[src/rtl/event_sync_queue.sv]
// event_sync_queue: per-channel event synchroniser with a saturating
// pending-event counter. Each channel brings a foreign-domain event signal
// through a flop chain, detects toggles or rising edges, queues the events
// and replays them as single-cycle pulses with a minimum spacing and a
// per-channel hold. Only the post-reset warm-up window is shared.
module event_sync_queue #(
  parameter int CH          = 4,
  parameter int CNT_W       = 3,
  parameter int SYNC_STAGES = 2,
  parameter int GAP         = 1,
  parameter bit TOGGLE      = 1'b1
) (
  input  logic                clk,
  input  logic                rst_n,
  input  logic [CH-1:0]       ev_in,
  input  logic [CH-1:0]       hold,
  input  logic [CH-1:0]       ovf_clr,
  output logic [CH-1:0]       ev_out,
  output logic [CH-1:0]       full,
  output logic [CH-1:0]       ovf,
  output logic [CH*CNT_W-1:0] cnt
);

  localparam logic [CNT_W-1:0] MAX      = '1;
  localparam int               WARM_LEN = SYNC_STAGES + 1;
  localparam int               WARM_W   = $clog2(WARM_LEN + 1);
  localparam logic [WARM_W-1:0] WARM_END = WARM_W'(WARM_LEN);

  logic [WARM_W-1:0] r_warm;
  logic              w_warm_done;

  // Until the chain has been refilled with real samples, the levels present
  // at reset would look like events; detections are ignored in that window.
  assign w_warm_done = (r_warm == WARM_END);

  // Shared warm-up counter: counts edges after reset release, then saturates.
  always_ff @(posedge clk or negedge rst_n) begin
    if (!rst_n) begin
      r_warm <= '0;
    end else if (!w_warm_done) begin
      r_warm <= r_warm + 1'b1;
    end
  end

  for (genvar c = 0; c < CH; c++) begin : g_ch
    logic [SYNC_STAGES-1:0] r_sync;
    logic                   r_hist;
    logic [CNT_W-1:0]       r_cnt;
    logic                   r_ev_out;
    logic                   r_ovf;
    logic                   w_s;
    logic                   w_ev;
    logic                   w_em;
    logic                   w_drop;
    logic                   w_gap_zero;

    assign w_s    = r_sync[SYNC_STAGES-1];
    assign w_ev   = w_warm_done & (TOGGLE ? (w_s ^ r_hist) : (w_s & ~r_hist));
    assign w_em   = (r_cnt != '0) & ~hold[c] & w_gap_zero;
    // A simultaneous emit frees a slot, so only an unmatched event at MAX drops.
    assign w_drop = w_ev & ~w_em & (r_cnt == MAX);

    // Synchroniser chain plus history flop used by the edge/toggle detector.
    // NOTE: sequential state uses non-blocking assignments so every flop
    // samples the pre-edge values of its neighbours (the chain shifts by one).
    always_ff @(posedge clk or negedge rst_n) begin
      if (!rst_n) begin
        r_sync <= '0;
        r_hist <= 1'b0;
      end else begin
        r_sync <= {r_sync[SYNC_STAGES-2:0], ev_in[c]};
        r_hist <= w_s;
      end
    end

    // Pending counter, registered emit pulse and sticky overflow flag.
    always_ff @(posedge clk or negedge rst_n) begin
      if (!rst_n) begin
        r_cnt    <= '0;
        r_ev_out <= 1'b0;
        r_ovf    <= 1'b0;
      end else begin
        r_ev_out <= w_em;
        case ({w_ev, w_em})
          2'b10:   if (r_cnt != MAX) r_cnt <= r_cnt + 1'b1;
          2'b01:   r_cnt <= r_cnt - 1'b1;
          default: r_cnt <= r_cnt;
        endcase
        if (w_drop) begin
          r_ovf <= 1'b1;
        end else if (ovf_clr[c]) begin
          r_ovf <= 1'b0;
        end
      end
    end

    if (GAP > 0) begin : g_gap
      localparam int GAP_W = $clog2(GAP + 1);
      logic [GAP_W-1:0] r_gap;

      assign w_gap_zero = (r_gap == '0);

      // Spacing counter: reloads on every emit, then counts down to zero.
      always_ff @(posedge clk or negedge rst_n) begin
        if (!rst_n) begin
          r_gap <= '0;
        end else if (w_em) begin
          r_gap <= GAP_W'(GAP);
        end else if (!w_gap_zero) begin
          r_gap <= r_gap - 1'b1;
        end
      end
    end else begin : g_no_gap
      assign w_gap_zero = 1'b1;
    end

    assign ev_out[c]              = r_ev_out;
    assign ovf[c]                 = r_ovf;
    assign full[c]                = (r_cnt == MAX);
    assign cnt[c*CNT_W +: CNT_W]  = r_cnt;
  end

endmodule

[config.mk]
export PLATFORM = sky130hd
export DESIGN_NAME = event_sync_queue
export DESIGN_NICKNAME = d
export VERILOG_FILES = /design/src/rtl/event_sync_queue.sv
export SDC_FILE = /design/constraint.sdc
export NUM_CORES = 1
export LEC_CHECK = 0
export BUFFER_PORTS_ARGS = -buffer_cell sky130_fd_sc_hd__clkbuf_2
export CORE_AREA = 2 2 72 74
export DETAILED_ROUTE_END_ITERATION = 10
export DIE_AREA = 0 0 74 76
export PLACE_DENSITY_LB_ADDON = 0.1
export RECOVER_POWER = 25
export SYNTH_ARGS = -nofsm -noshare
export SYNTH_HDL_FRONTEND = slang
export SYNTH_SLANG_ARGS = --single-unit
[constraint.sdc]
create_clock -name clk -period 2.8 [get_ports clk]
set_input_delay 0.28 -clock clk [delete_from_list [all_inputs] [get_ports clk]]
set_output_delay 0.28 -clock clk [all_outputs]
set_load 0.01 [all_outputs]
==> impl_metrics.json, run 1 <==
{
  "area_growth_pct": 19.4,
  "track_usage": 0.113,
  "seq_area_frac_synth": 0.525,
  "avgSynthCellArea_um2": 12.1,
  "syn-num-nets": 153,
  "cts_tree": "built",
  "min_path_type": "input port to flop",
  "n_fill_cell": 490,
  "critPathMaxFanout": 10,
  "nets": 188,
  "crit_family": "adder cells",
  "num_antenna_cells": 0,
  "grt_first_pass_wirelength_um": 4920,
  "finalPower_w": 0.00198,
  "drive_gt1_frac": 0.329,
  "cts_made_buffers": 5,
  "grt_pass1_vias": 1077,
  "cp_cell_sequence": "ha_1, a2111o_1, fa_1, nor4b_1, nor3_1",
  "cts_resized": 0,
  "finalSetupTns_ps": 0,
  "p_sw_frac": 0.382,
  "num_rows": 26,
  "synth-edff-count": 0,
  "synth-seq-cells": 34,
  "internal_power_w": 0.00122,
  "dp_slack_ps": 521,
  "fmax_mhz": 442,
  "period_share": 0.809,
  "finalSetupViolations": 0,
  "drtPass1Iterations": 4,
  "relSlewSlack": -0.202,
  "drv_slew": 35,
  "grt_antenna_before_repair": 0,
  "ys_top_cells_by_area": "dfrtp_1 (52%), fa_1 (4.9%), o311ai_2 (4.0%), mux2i_1 (3.7%), buf_4 (3.7%)",
  "cts_setup_buffers": 0,
  "netlist_top_cells_count": "dfrtp_1 (34), inv_1 (16), buf_4 (8), nor3_1 (8), mux2i_1 (6)",
  "rsz0062_at_grt": "false",
  "drt-vias-per-instance": 4.67,
  "syn-cell-area_um2": 1620,
  "worstMarginPinSlew_ps": 1800,
  "async_flop_share": 1.00,
  "design.die.area_um2": 5620,
  "setup_ws_ps": 535,
  "p_clk_frac": 0.223,
  "htreeDepth": 2,
  "min_period_ps": 2260,
  "ant_nets": 0,
  "skew_ps": 4.54,
  "clk-insertion-delay-late_ps": 280,
  "cp-start-kind": "flop",
  "crit_path_top_delay_cell": "a2111o_1",
  "p_seq_frac": 0.392,
  "synth-main-ff-cell": "dfrtp_1",
  "vias": 1121,
  "violations": "max-capacitance violations, max-slew violations",
  "max_stage_delay_ps": 520,
  "gp_congestion": 0.753,
  "drtIter0Drc": 42,
  "cts-root-buf": "clkbuf_8",
  "fin_worst_hold_slack_ps": 95.5,
  "power_density_nw_per_um2": 1020,
  "p_sw_w": 0.000757,
  "synth_most_common_cell": "dfrtp_1",
  "p_leak_nw": 0.911,
  "wl_um": 2990,
  "fin_util": 0.394,
  "clk_pin_slew_worst_paths_ps": 70,
  "yosys_warnings": 0,
  "end_kind": "flop",
  "die_w_um": 74,
  "peakVddDrop_uv": 385,
  "io_pins": 38,
  "avgRoutedWirePerCell_um": 12.4,
  "hold_buffers": 0,
  "yosysTopAreaCell": "dfrtp_1",
  "worst-path-buf-inv": 0,
  "synth_cells": 134,
  "outcome": "finished with violations",
  "die_h_um": 76,
  "cts.sinks": 34,
  "gr-total-overflow": 0,
  "initial_core_util": 0.330,
  "synth.distinct_cells": 28,
  "finalHoldViolCount": 0,
  "crit_required_ps": 2960,
  "dpl.hpwl_um": 2220,
  "core-area_um2": 4910,
  "drc": 0,
  "synth.top_cell.area_share": 0.525,
  "io_buffers": 37,
  "cap_violations": 1,
  "combPwrFrac": 0.384,
  "cts.path.max_buffers": 2,
  "critical_path_class": "flop to flop",
  "critPathArrivalTime_ps": 2430,
  "grt_max_degree": 35
}
[cell type report]
type                            count  area (µm²)  area share
Sequential cell                    34         851       0.439
Clock buffer                        5        68.8      0.0355
Inverter                           16        60.1      0.0310
Clock inverter                      3        40.0      0.0207
Multi-Input combinational cell     75         646       0.333
Timing Repair Buffer               37         184      0.0950
Tap cell                           70        87.6      0.0452
[path summary, 6_finish.rpt]
check                      cells after the start              start                   to  slack, ps
min reg2reg                                    0  g_ch[0].r_sync[0]    g_ch[0].r_sync[1]        350
min in group asynchronous                      1              rst_n     g_ch[0].r_cnt[0]        470
max                                            5          r_warm[0]     g_ch[2].r_cnt[2]        540
max in group asynchronous                      1              rst_n  g_ch[2].g_gap.r_gap       1290
max reg2reg                                    5          r_warm[0]     g_ch[2].r_cnt[2]        540
min                                            1           ev_in[0]    g_ch[0].r_sync[0]        100
[stage by stage]
stage / cells / cell area, µm²
floorplan: 134 / 1620
global placement: 232 / 1830
detailed placement: 232 / 1830
CTS: 240 / 1940
global route: 240 / 1940
finish: 240 / 1940
[registers in the layout, summed over array words and instances, names as in the netlist]
signal            count
r_warm                2
g_ch.g_gap.r_gap      4
g_ch.r_sync           8
g_ch.r_ovf            4
g_ch.r_hist           4
g_ch.r_cnt           12
[power by group through the flow]
| stage | Combinational, W | Clock, W | Sequential, W |
|---|---|---|---|
| finish | 0.000762 | 0.000442 | 0.000777 |
| global placement | 0.000746 | 0 | 0.000778 |
| detailed placement | 0.000770 | 0 | 0.000787 |
| global route | 0.000854 | 0.000472 | 0.000805 |
| floorplan | 0.000527 | 0 | 0.000797 |
| CTS | 0.000773 | 0.000461 | 0.000779 |
[per-layer routing]
layer  track usage  vias to the layer above  routed length [µm]
met4        0.0545                        0                  51
li1              -                      537                   -
met3        0.0423                        7                 177
met1         0.144                      540                1380
met5             0                        -                   0
met2         0.169                       37                1380
[layout by cell type (no fill, tap or decap), types with 3 or more instances in the layout]
cell type	instances
fa_1	4
inv_1	16
o22ai_1	4
nand2b_1	4
nand2_1	4
xor2_1	4
nor3b_1	4
mux2i_1	6
nor3_2	4
nand3_1	5
nor4b_1	4
a2111o_1	4
nor3_1	8
o311ai_2	4
o21ai_0	3
clkbuf_8	5
clkbuf_2	36
dfrtp_1	34
[kinds of logic (layout without fill, tap and decap cells)]
kind of cell | after synthesis | after routing | synth area share
buffers and inverters | 25 | 61 | 0.0772
xor gates and xnor gates | 5 | 5 | 0.0270
adders and majority gates | 5 | 5 | 0.0571
AOI/OAI and AO/OA | 22 | 22 | 0.126
DFF | 34 | 34 | 0.525
muxes | 7 | 7 | 0.0440
and+or+nand+nor | 36 | 36 | 0.144
[worst reg2reg max path: cells and delay by family, from the launching register on]
family                   cells  cell delay, ps
adder cells (fa/ha/maj)      2             830
AO/OA/AOI/OAI                1             520
AND/OR/NAND/NOR              2             390
flip-flops                   1             400
No activity file was read; power rests on OpenSTA's default activity.
==> run 2, diff against run 1 <==
- clock period: 2.8 -> 2.2 ns (I/O delays scaled with it)
==> impl_metrics.json, run 2 (synthesis results as in run 1) <==
{
  "design.die.area_um2": 5620,
  "rsz0062_at_grt": "false",
  "io_pins": 38,
  "regArea_um2": 851,
  "final_cell_mix": "clkbuf_2 (36), dfrtp_1 (34), inv_1 (16)",
  "power_density_nw_per_um2": 1280,
  "core-area_um2": 4910,
  "die_w_um": 74,
  "critical_path_class": "flop to flop",
  "track_usage": 0.117,
  "cap_violations": 1,
  "cts_tree": "built",
  "drtIter0Drc": 35,
  "area_growth_pct": 22.6,
  "reg_top3": "g_ch.r_cnt x12, g_ch.r_sync x8",
  "p_leak_nw": 0.926,
  "io_buffers": 37,
  "cp-start-kind": "flop",
  "drv_slew": 35,
  "drive_gt1_frac": 0.360,
  "cts.sinks": 34,
  "cp_cell_sequence": "ha_2, a2111o_1, fa_1, nor4b_1, nor3_1",
  "min_path_type": "input port to flop",
  "finalHoldViolCount": 0,
  "r2r_start": "r_warm[0]",
  "ant_nets": 0,
  "max_stage_delay_ps": 440,
  "gp_congestion": 0.825,
  "grt_first_pass_wirelength_um": 5020,
  "avgRoutedWirePerCell_um": 12.1,
  "grt_antenna_before_repair": 0,
  "vias": 1133,
  "drtPass1Iterations": 4,
  "drt-vias-per-instance": 4.62,
  "gr-total-overflow": 0,
  "finalSetupViolations": 0,
  "hold_buffers": 0,
  "r2r_cells": 5,
  "grt_max_degree": 35,
  "whs_path_depth": 1,
  "htreeDepth": 2,
  "peakVddDrop_uv": 479,
  "cts.path.max_buffers": 2,
  "critPathMaxFanout": 10,
  "clk_pin_slew_worst_paths_ps": 70,
  "initial_core_util": 0.330,
  "cts-root-buf": "clkbuf_8",
  "n_fill_cell": 490,
  "drc": 0,
  "grt_pass1_vias": 1065,
  "largest_reg_flops": 12,
  "wl_um": 2960,
  "worstMarginPinSlew_ps": 1840,
  "nets": 193,
  "outcome": "finished with violations",
  "die_h_um": 76,
  "final_common_cell": "clkbuf_2",
  "skew_ps": 5.10,
  "fin_worst_hold_slack_ps": 39.7,
  "crit_path_top_delay_cell": "fa_1",
  "min_from": "ev_in[0]",
  "largest_register": "g_ch.r_cnt",
  "cts_made_buffers": 5,
  "clk-insertion-delay-late_ps": 280,
  "min_period_ps": 2060,
  "multi_input_area_um2": 654,
  "relSlewSlack": -0.226,
  "fmax_mhz": 486,
  "crit_required_ps": 2360,
  "period_share": 0.936,
  "critPathArrivalTime_ps": 2220,
  "violations": "max-capacitance violations, max-slew violations",
  "startpoint": "r_warm[0]",
  "num_antenna_cells": 0,
  "num_rows": 26,
  "end_kind": "flop",
  "dpl.hpwl_um": 2210,
  "finalSetupTns_ps": 0
}
## run 2: cell count changes in the layout (fill, tap and decap cells not counted)
cell / before / now
ha_2: 0 / 1
ha_1: 1 / 0
nor4b_1: 4 / 3
clkinvlp_4: 0 / 2
clkinv_2: 2 / 0
buf_4: 0 / 5
nor4b_2: 0 / 1
## run 2: worst paths after layout
check	end	slack, ps
worst min register to register	g_ch[3].r_sync[1]	350
min in group asynchronous	g_ch[0].r_cnt[1]	430
worst min-delay path	g_ch[0].r_sync[0]	40
worst max-delay path	g_ch[3].r_cnt[2]	140
max in group asynchronous	g_ch[0].r_cnt[2]	710
worst max register to register	g_ch[3].r_cnt[2]	140
## run 2: cell type report
type / instances / share of cell area
Multi-Input combinational cell: 75 / 0.329
Inverter: 16 / 0.0302
Clock inverter: 3 / 0.0227
Sequential cell: 34 / 0.428
Tap cell: 70 / 0.0441
Clock buffer: 5 / 0.0346
Timing Repair Buffer: 42 / 0.111
## run 2: what timing repair did
| action | 4_1_cts | 5_1_grt |
|---|---|---|
| pin swaps | 0 | 0 |
| endpoints found under the setup margin | 2 | 1 |
| setup buffers | 0 | 0 |
| resized for setup | 1 | 1 |
## run 2: per-stage QoR
| step | utilization | cells | worst slack [ps] | total power (W) | cell area (µm²) |
|---|---|---|---|---|---|
| floorplan | - | 134 | 96.2 | 0.00169 | 1620 |
| global placement | 0.380 | 237 | 61.9 | 0.00196 | 1870 |
| detailed placement | 0.380 | 237 | -2.65 | 0.00199 | 1870 |
| CTS | 0.404 | 245 | 109 | 0.00258 | 1980 |
| global route | 0.405 | 245 | 0.0258 | 0.00276 | 1990 |
| finish | 0.405 | 245 | 142 | 0.00254 | 1990 |
## run 2: worst max-delay path: cells and delay by family, from the launching register on
kind                       cells  cell delay [ps]
AOI/OAI and AO/OA              1              420
and+or+nand+nor                2              410
adders and majority gates      2              720
DFF                            1              400
## run 2: layer usage
| metal | vias up | part of all wire | track usage |
|---|---|---|---|
| li1 | 551 | - | - |
| met1 | 552 | 0.46 | 0.155 |
| met2 | 28 | 0.47 | 0.167 |
| met3 | 2 | 0.064 | 0.0476 |
| met4 | 0 | 0.0078 | 0.0491 |
| met5 | - | 0 | 0 |
## run 2: report_power, final
part	switching [W]	internal (W)	total [W]
clock network	0.000229	0.000337	0.000566
registers	0.000201	0.000792	0.000993
logic	0.000535	0.000444	0.000979
==> run 3, diff against run 2 <==
- CORE_AREA: 2 2 72 74 -> 2 2 77 79
- DIE_AREA: 0 0 74 76 -> 0 0 79 81
- clock period: 2.2 -> 2.4 ns (I/O delays scaled with it)
==> impl_metrics.json, run 3 (synthesis results as in run 1) <==
{
  "outcome": "finished with violations",
  "violations": "max-capacitance violations, max-slew violations",
  "dpl.hpwl_um": 2340,
  "grt_max_degree": 35,
  "initial_core_util": 0.286,
  "dp_slack_ps": 117,
  "finalSetupTns_ps": 0,
  "period_share": 0.953,
  "hold_buffers": 0,
  "n_fill_cell": 597,
  "num_rows": 28,
  "relSlewSlack": -0.220,
  "gp_congestion": 0.754,
  "vias": 1131,
  "clk-insertion-delay-late_ps": 280,
  "largest_register": "g_ch.r_cnt",
  "highest_layer": "met4",
  "cts-root-buf": "clkbuf_8",
  "grt_first_pass_wirelength_um": 5530,
  "worstMarginPinSlew_ps": 1830,
  "die_w_um": 79,
  "end_kind": "flop",
  "min_path_type": "input port to flop",
  "crit_path_top_delay_cell": "a2111o_1",
  "cts.path.max_buffers": 2,
  "regArea_um2": 851,
  "peakVddDrop_uv": 413,
  "placed_area_um2": 1840,
  "avgRoutedWirePerCell_um": 12.7,
  "wl_met2_um": 1560,
  "nets": 191,
  "io_pins": 38,
  "largest_reg_flops": 12,
  "num_antenna_cells": 0,
  "core-area_um2": 5680,
  "grt_antenna_before_repair": 0,
  "crit_required_ps": 2550,
  "track_usage": 0.112,
  "cts.sinks": 34,
  "die_h_um": 81,
  "min_period_ps": 2290,
  "max_stage_delay_ps": 520,
  "drt-vias-per-instance": 4.60,
  "setup_ws_ps": 114,
  "route.met3.wl_um": 182,
  "critPathArrivalTime_ps": 2440,
  "finalHoldViolCount": 0,
  "power_density_nw_per_um2": 1150,
  "multi_input_area_um2": 646,
  "skew_ps": 7.59,
  "final_common_cell": "clkbuf_2",
  "drt-met1-wl_um": 1360,
  "grt_pass1_vias": 1211,
  "reg_top3": "g_ch.r_cnt x12, g_ch.r_sync x8",
  "cap_violations": 1,
  "drtPass1Iterations": 4,
  "gr-total-overflow": 0,
  "cp_cell_sequence": "ha_1, a2111o_1, fa_1, nor4b_1, nor3_1",
  "htreeDepth": 2,
  "rsz0062_at_grt": "false",
  "final_cell_mix": "clkbuf_2 (36), dfrtp_1 (34), inv_1 (16)",
  "design_area_um2": 1940,
  "drive_gt1_frac": 0.333,
  "finalPower_w": 0.00222,
  "cts_made_buffers": 5,
  "design.die.area_um2": 6400,
  "drc": 0,
  "drtIter0Drc": 16,
  "fin_util": 0.342,
  "critPathMaxFanout": 8,
  "drv_slew": 35,
  "area_growth_pct": 19.6,
  "ant_nets": 0,
  "cts_setup_buffers": 0,
  "fmax_mhz": 437,
  "p_leak_nw": 0.909,
  "finalSetupViolations": 0,
  "io_buffers": 37,
  "cts_resized": 0,
  "cts_tree": "built",
  "critical_path_class": "flop to flop",
  "cp-start-kind": "flop",
  "wl_um": 3130,
  "clk_pin_slew_worst_paths_ps": 70
}
## run 3: worst max-delay path, delay by kind of cell, from the launching register on
family / cells / cell delay, ps
adder cells (fa/ha/maj): 2 / 790
AO/OA/AOI/OAI: 1 / 520
AND/OR/NAND/NOR: 2 / 450
flip-flops: 1 / 400
## run 3: metrics by stage
step | hold WS (ps) | std cells
finish | 69.0 | 246
global route | 54.5 | 246
CTS | 58.1 | 244
detailed placement | 340 | 238
global placement | 332 | 238
floorplan | -55.6 | 134
## run 3: power breakdown
part / switching (W) / internal (W)
Clock: 0.000194 / 0.000221
Combinational: 0.000491 / 0.000402
Sequential: 0.000187 / 0.000726
## run 3: path summary, 6_finish.rpt
path / start / end / slack (ps) / depth (start not counted)
worst max-delay path: r_warm[0] / g_ch[3].r_cnt[2] / 110 / 5
worst min-delay path: ev_in[0] / g_ch[0].r_sync[0] / 70 / 1
worst max register to register: r_warm[0] / g_ch[3].r_cnt[2] / 110 / 5
worst min register to register: g_ch[2].r_sync[0] / g_ch[2].r_sync[1] / 350 / 0
max in group asynchronous: rst_n / g_ch[2].r_cnt[2] / 890 / 1
min in group asynchronous: rst_n / g_ch[0].r_cnt[1] / 450 / 1
## run 3: layout make-up
cell class / instances / area share
Inverter: 16 / 0.0310
Multi-Input combinational cell: 75 / 0.333
Clock buffer: 6 / 0.0426
Sequential cell: 34 / 0.439
Tap cell: 75 / 0.0484
Timing Repair Buffer: 40 / 0.106
## run 3: layer usage
metal,vias up,GRT usage
met2,26,0.184
met5,-,0
met1,562,0.131
met3,2,0.0444
li1,541,-
met4,0,0.0500
